$ cat src/rtl/fwd_unit_multi.sv
// Operand-forwarding unit: a shift-register history of in-flight destination writes, searched
// youngest-first (same-cycle push, then entries 0..DEPTH-1) for every source operand.
module fwd_unit_multi #(
  parameter int DATA_W   = 16,
  parameter int REG_W    = 4,
  parameter int NUM_SRC  = 2,
  parameter int DEPTH    = 3,
  parameter int ZERO_REG = 0
) (
  input  logic                      clk,
  input  logic                      rst_n,
  input  logic                      enable,
  input  logic                      flush,
  input  logic [NUM_SRC*REG_W-1:0]  src_num,
  input  logic [NUM_SRC-1:0]        src_valid,
  input  logic [NUM_SRC*DATA_W-1:0] rf_value,
  input  logic                      push_valid,
  input  logic [REG_W-1:0]          push_num,
  input  logic [DATA_W-1:0]         push_value,
  input  logic                      push_is_load,
  input  logic                      ld_fill_valid,
  input  logic [DATA_W-1:0]         ld_fill_value,
  output logic [NUM_SRC*DATA_W-1:0] op_value,
  output logic [NUM_SRC-1:0]        fwd_hit,
  output logic                      stall,
  output logic                      pend_ovf
);

  logic [DEPTH-1:0]  ent_valid_reg;
  logic [DEPTH-1:0]  ent_pend_reg;
  logic [REG_W-1:0]  ent_num_reg   [DEPTH];
  logic [DATA_W-1:0] ent_value_reg [DEPTH];

  logic [DEPTH-1:0]  ent_valid_next;
  logic [DEPTH-1:0]  ent_pend_next;
  logic [REG_W-1:0]  ent_num_next   [DEPTH];
  logic [DATA_W-1:0] ent_value_next [DEPTH];

  logic                      new_load;
  logic                      pend_live;
  logic [NUM_SRC-1:0]        lk_hit;
  logic [NUM_SRC-1:0]        lk_haz;
  logic [NUM_SRC*DATA_W-1:0] lk_value;

  assign new_load = push_valid && push_is_load;

  genvar gi;
  generate
    for (gi = 0; gi < NUM_SRC; gi++) begin : g_lookup
      logic [REG_W-1:0]  s;
      logic              found;
      logic              pend;
      logic [DATA_W-1:0] val;
      logic              active;

      assign s = src_num[gi*REG_W +: REG_W];
      assign active = src_valid[gi] && !((ZERO_REG != 0) && (s == '0));

      always_comb begin
        found = 1'b0;
        pend  = 1'b0;
        val   = '0;
        if (push_valid && push_num == s) begin
          found = 1'b1;
          pend  = push_is_load;
          val   = push_value;
        end
        for (int j = 0; j < DEPTH; j++) begin
          if (!found && ent_valid_reg[j] && ent_num_reg[j] == s) begin
            found = 1'b1;
            pend  = ent_pend_reg[j];
            val   = ent_value_reg[j];
          end
        end
      end

      // A pending winner is only usable when its load data arrives this very cycle.
      assign lk_hit[gi] = active && found && (!pend || ld_fill_valid);
      assign lk_haz[gi] = active && found && pend && !ld_fill_valid;
      assign lk_value[gi*DATA_W +: DATA_W] = !lk_hit[gi] ? rf_value[gi*DATA_W +: DATA_W] :
                                             (pend ? ld_fill_value : val);
    end
  endgenerate

  always_comb begin
    pend_live = 1'b0;
    for (int j = 0; j < DEPTH - 1; j++) begin
      if (ent_pend_reg[j] && !ld_fill_valid) pend_live = 1'b1;
    end
    ent_valid_next[0] = push_valid;
    ent_num_next[0]   = push_num;
    ent_value_next[0] = push_value;
    ent_pend_next[0]  = new_load;
    // A new load steals the pending role; the displaced entry keeps its stale value.
    for (int j = 1; j < DEPTH; j++) begin
      ent_valid_next[j] = ent_valid_reg[j-1];
      ent_num_next[j]   = ent_num_reg[j-1];
      ent_value_next[j] = (ent_pend_reg[j-1] && ld_fill_valid) ? ld_fill_value : ent_value_reg[j-1];
      ent_pend_next[j]  = ent_pend_reg[j-1] && !ld_fill_valid && !new_load;
    end
  end

  always_ff @(posedge clk or negedge rst_n) begin
    if (!rst_n) begin
      ent_valid_reg <= '0;
      ent_pend_reg  <= '0;
      for (int j = 0; j < DEPTH; j++) begin
        ent_num_reg[j]   <= '0;
        ent_value_reg[j] <= '0;
      end
      op_value <= '0;
      fwd_hit  <= '0;
      stall    <= 1'b0;
      pend_ovf <= 1'b0;
    end else if (enable) begin
      if (flush) begin
        ent_valid_reg <= '0;
        ent_pend_reg  <= '0;
        op_value      <= '0;
        fwd_hit       <= '0;
        stall         <= 1'b0;
        pend_ovf      <= 1'b0;
      end else begin
        ent_valid_reg <= ent_valid_next;
        ent_pend_reg  <= ent_pend_next;
        for (int j = 0; j < DEPTH; j++) begin
          ent_num_reg[j]   <= ent_num_next[j];
          ent_value_reg[j] <= ent_value_next[j];
        end
        stall <= |lk_haz;
        if (!(|lk_haz)) begin
          op_value <= lk_value;
          fwd_hit  <= lk_hit;
        end
        if (new_load && pend_live) pend_ovf <= 1'b1;
      end
    end
  end

endmodule
$ cat config.mk
export PLATFORM = sky130hd
export DESIGN_NAME = fwd_unit_multi
export DESIGN_NICKNAME = d
export VERILOG_FILES = /design/src/rtl/fwd_unit_multi.sv
export SDC_FILE = /design/constraint.sdc
export NUM_CORES = 1
export LEC_CHECK = 0
export CAP_MARGIN = 30
export CORE_MARGIN = 5
export CORE_UTILIZATION = 45
export CTS_CLUSTER_SIZE = 24
export DETAILED_ROUTE_END_ITERATION = 12
export PLACE_DENSITY = 0.68
export SYNTH_ARGS = -nofsm -noshare
export SYNTH_HDL_FRONTEND = slang
export SYNTH_SLANG_ARGS = --single-unit
$ cat constraint.sdc
create_clock -name clk -period 3 [get_ports clk]
set_input_delay 0.3 -clock clk [delete_from_list [all_inputs] [get_ports clk]]
set_output_delay 0.3 -clock clk [all_outputs]
set_load 0.01 [all_outputs]
* Word level (Yosys, flattened, before mapping)
Cells that the tools add are included.
Word-level totals: word-level logic and storage cells 110, output and inout port bits 36, bits in registers 102, input port bits 85
Operators by class: reductions and logical operators 47, bitwise operators 1, muxes and demuxes 41, eq/ne operators 9
Operators with widths (count):
- $mux W16 | 14
- $mux W32 | 2
- $eq A4 B4 Y1 | 8
- $logic_and A1 B1 Y1 | 30
- $mux W1 | 21
- $logic_not A1 Y1 | 10
- $mux W3 | 2
- $reduce_and A2 Y1 | 3
- $mux W2 | 2
- $logic_or A1 B1 Y1 | 2
- $ne A2 B2 Y1 const B | 1
- $reduce_bool A2 Y1 | 1
- $reduce_or A2 Y1 | 1
- $not A1 Y1 | 1

* Depth between registers and ports, before layout
word-level depth 21, gate-level depth with buffers 11, depth with buffers taken out 8

* Worst setup path after synthesis
No wires, ideal clock.
path type register to register, start register ent_num_reg, in the netlist ent_num_next[6], end register op_value[28], data arrival time 2.562 ns, clock period less this slack 2.682 ns, library setup time 0.120 ns, cell stages (with the launch flop) 10, setup slack 0.318 ns, data required time 2.880 ns, cell sequence dfrtp_1 -> nor2b_1 -> a2111o_1 -> or3_4 -> a311o_1 -> o2bb2ai_2 -> a221o_2 -> buf_6 -> nand2_1 -> o21ai_2
On the way: cells in the longest elaborated chain, start to end 17, elaborated cells between the ends (all ways) 47
Ends and longest elaborated chain:
- start: declaration | line 31 | logic [REG_W-1:0] ent_num_reg [DEPTH];
- start signal: indexed assignment | line 127 | ent_num_reg[j] <= ent_num_next[j];
- $eq A4 B4 Y1 | line 69 | if (!found && ent_valid_reg[j] && ent_num_reg[j] == s) begin
- $logic_and A1 B1 Y1 | line 69
- $mux W1 | line 69
- $logic_not A1 Y1 | line 69
- $logic_and A1 B1 Y1 (2 in a row) | line 69
- $mux W1 | line 69
- $logic_not A1 Y1 | line 69
- $logic_and A1 B1 Y1 (2 in a row) | line 69
- $mux W1 | line 69
- $logic_and A1 B1 Y1 (tied with other cells) | line 79 | assign lk_haz[gi] = active && found && pend && !ld_fill_valid;
- $logic_and A1 B1 Y1 / $logic_or A1 B1 Y1 (equally long branches) | line 79, 78
- $logic_and A1 B1 Y1, on equally long branches | line 79, 78
- $reduce_or A2 Y1 / $mux W16 (equally long branches) | line 131, 80
- $ne A2 B2 Y1 (no source line) / $mux W32 (equally long branches)
- $reduce_and A2 Y1 (no source line) / $mux W32 (equally long branches)
- end signal: assignment | line 132 | op_value <= lk_value;
- end: declaration | line 23 | output logic [NUM_SRC*DATA_W-1:0] op_value,
Several ways; a longest one is shown, not always the timed one. The select of a mux whose other input is x is not followed. A chain may end at the register's enable or synchronous reset.

* Final worst setup path
start input src_num[3], end register op_value[27]
On the way: cells in the longest elaborated chain, start to end 21, elaborated cells between the ends (all ways) 28
Ends and longest elaborated chain:
- start: declaration | line 14 | input logic [NUM_SRC*REG_W-1:0] src_num,
- $eq A4 B4 Y1 | line 63 | if (push_valid && push_num == s) begin
- $logic_and A1 B1 Y1 | line 63
- $mux W1 | line 63
- $logic_not A1 Y1 | line 69
- $logic_and A1 B1 Y1 (2 in a row) | line 69
- $mux W1 | line 69
- $logic_not A1 Y1 | line 69
- $logic_and A1 B1 Y1 (2 in a row) | line 69
- $mux W1 | line 69
- $logic_not A1 Y1 | line 69
- $logic_and A1 B1 Y1 (2 in a row) | line 69
- $mux W1 | line 69
- $logic_and A1 B1 Y1 | line 79
- $logic_and A1 B1 Y1 (*) (2 in a row) | line 79
- $reduce_or A2 Y1 (*) | line 131 | if (!(|lk_haz)) begin
- $ne A2 B2 Y1 (no source line) (*)
- $reduce_and A2 Y1 (no source line) (*)
Mark *: on every way between the ends. The rest lies on a longest branch, timed or not.

==> key figures <==
STA
  – Final setup fails: 0
  – Slew @ Worst Pin: 0.693 ns
  – Final-report hold violation count: 0
  – Min Tclk post-route: 2.83 ns
  – Max Slew Vio Count: 0
  – Rel. slew slack: 0.532
  – Final setup margin: approximately 0.17 ns
  – Layout Skew: slightly below 0.01 ns
  – TNS Setup: 0 ns
  – Tcrit/Tclk final: 0.944
  – Max Clk Rate: 353 MHz
  – RSZ-0062 raised after global routing: false

Floorplan
  – Die Y: around 130 um
  – Num rows: between 40 and 50
  – I/O pin cnt: around 120
  – Die ar.: approximately 0.016 mm^2
  – Initial Utilization: 0.462
  – Core area: between 0.01 and 0.015 mm^2
  – Die Width: 127 um

Min path
  – HP Start: op_value[23]
  – Worst hold path type: flip-flop to flip-flop

GRT
  – GR Overflow Total: 0
  – Largest net degree at the start of global routing: 98
  – First-pass GRT wire length: around 32000 um
  – Grt met2 use: 0.364
  – Most Crowded Layer GR: met1
  – GRT met1 Usage: 0.377
  – Total Routing Usage GR: 0.249
  – Vias in the first global route: about 5700
  – Initial antenna violation count: 0
  – Routing usage on met3: 0.0500

Clock tree
  – Clock Path Buffers: 2
  – Clock Sinks: 102
  – CTS tree: yes
  – Clk_lat worst skew: ~0.35 ns
  – Worst-path clk slew: about 0.060 ns
  – Num CTS Buffers: 9
  – H-tree levels: 3
  – Root buffer cell: clkbuf_16

Routing
  – Final wirelength: ~20000 um
  – Routed vias/inst: 5.93
  – Drt pass-1 iters: 6
  – DRC viols: 0
  – Antenna-violating nets left: 0
  – Via count: 5873
  – Wire length per cell: between 20 and 25 um
  – DRT iter0 DRCs: 584

Synth
  – Register area share after synthesis: 0.416
  – FFs w/ async S/R, synth: 1.00
  – Library cells used by synthesis: between 50 and 60
  – Prevailing post-synth register cell: dfrtp_1
  – Synthesized cell area: a little over 0.006 mm^2
  – EDFF count, synth: 0
  – Synth warn: 0
  – Share of the synthesized area in the top cell type: 0.416
  – Gate count of the mapped netlist: 675
  – Dominant cell type by area after synthesis: dfrtp_1
  – Synth Register Bits: slightly above 100
  – Avg Synthesized Cell Area: roughly 9.1 um^2
  – Syn_nets: 760
  – Top area cells in the synthesized netlist: dfrtp_1 42%, nand2_1 7.6%, mux2i_1 5.2%, mux2_2 4.8%, a221oi_1 4.6%

Finish
  – Antenna cell count: 0
  – Share of post-route cells with drive strength above 1: 0.150
  – Max reg flops: 48
  – Area delta synth->final: 31.9%
  – Multi-input gate area: ~0.0033 mm^2
  – Final Instance Count excl. Fillers: approximately 990
  – Most common cell after layout, fill and taps aside: nand2_1
  – Most frequent cells in the layout: 125 x nand2_1, 119 x clkdlybuf4s50_1, 102 x dfrtp_1, 49 x buf_4, 42 x o21ai_0
  – FILL cells: between 1000 and 1500
  – FF/Latch Area: between 0.002 and 0.003 mm^2
  – Layout Nets: about 900
  – Final Util: 0.609

Placement
  – Pre-CTS WS: -0.178 ns
  – Placed insts: between 900 and 1000
  – Port bufs: 120
  – Post-DP HPWL: ~15000 um
  – Placer Congestion: 0.911

Worst setup path
  – Crit Reg-Reg Startpoint: ent_num_next[6]
  – Critical-path top delay cell: clkdlybuf4s50_1
  – Worst-path maximum fanout: 50
  – Worst path arrival time: between 3 and 4 ns
  – Setup crit start: src_num[3]
  – CP peak stage delay: about 0.64 ns
  – Cell Chain, Critical Path: clkdlybuf4s50_1, xor2_1, nor3_1, and3_1, or4_1, buf_4, o2bb2ai_4, a221o_2, buf_12, nand2_1, o21ai_2
  – Cell family contributing the most delay on the critical path: buffers and inverters
  – CP endpoint kind: flip-flop
  – CP required: around 3.3 ns
  – Critical path type: input pin to flip-flop
  – Critical Path Source Type: input pin
  – Buf/Inv on CP: 3

Job
  – Max-cap violations: 0

Run status
  – Status: completed

Power and ir drop
  – Pwr per Cell Area: between 400 and 500 mW/mm^2
  – Leakage: ~0.0034 uW
  – Maximum VDD drop: around 0.00035 V
[logic make-up after synthesis]
group	share of synthesized area
buf+inv	0.0464
mux	0.0998
flops	0.416
compound gates	0.234
simple gates	0.171
xor+xnor	0.0328
[layer usage]
layer / vias up / wire length (um)
li1: 2792 / -
met1: 2764 / 9150
met3: 29 / 1940
met2: 288 / 8930
met4: 0 / 321
met5: - / 0
[repair_timing]
item	in CTS	in global routing
endpoints found under the hold margin	45	0
buffers inserted	0	0
hold buffers	1	0
setup endpoints to repair	0	1
resized for setup	0	1
[worst min-delay path: cells and delay by family, from the launching register on]
| kind | cells | cell delay [ns] |
|---|---|---|
| flops | 1 | 0.35 |
| simple gates | 1 | 0.06 |
| compound gates | 1 | 0.05 |
[stage by stage]
step | instance area [um^2] | hold slack (ns) | power [uW]
floorplan | 6140 | 0.00441 | 2190
global placement | 7790 | 0.334 | 2610
detailed placement | 7800 | 0.339 | 2640
CTS | 8100 | 0.485 | 3790
global route | 8100 | 0.508 | 3950
finish | 8100 | 0.483 | 3780
[worst paths after layout]
kind / end / slack [ns] / depth (start not counted)
min in group asynchronous: ent_num_next[2] / 0.49 / 2
min: op_value[23] / 0.48 / 2
max reg2reg: op_value[3] / 0.20 / 10
max in group asynchronous: ent_num_next[0] / 1.80 / 3
min reg2reg: op_value[23] / 0.48 / 2
max: op_value[27] / 0.17 / 11
[synth_stat cells (2+ instances only)]
library cell and number:
a311o_1 2, nor2_1 39, mux2i_1 32, o22ai_1 35
nand3_1 3, nand2b_1 9, inv_1 11, nor2b_1 5
nand4_1 2, buf_2 8, a2111oi_0 2, a32oi_1 32
nor4_1 3, buf_6 5, clkbuf_1 36, a41oi_1 2
a221o_1 2, xnor2_1 8, o21ai_2 17, or3_1 2
mux2_2 26, nor3_2 2, a221oi_1 32, dfrtp_1 102
nor3_1 37, o21ai_1 11, o21ai_0 42, a21oi_1 2
and2_1 3, nand2_1 125, xor2_1 15
[layout make-up]
type / count / area share
timing repair buffer: 175 / 0.209
clock buffer: 14 / 0.0338
multi-input combinational: 511 / 0.408
inverter: 11 / 0.00510
clock inverter: 2 / 0.00170
tap: 176 / 0.0272
sequential: 102 / 0.315
[report_power, final]
part / internal [uW] / switching [uW] / total, uW
sequential: 1570 / 176 / 1750
combinational: 444 / 437 / 881
clock: 634 / 519 / 1150
total: 2650 / 1130 / 3780
(Power assumes the default switching activity.)
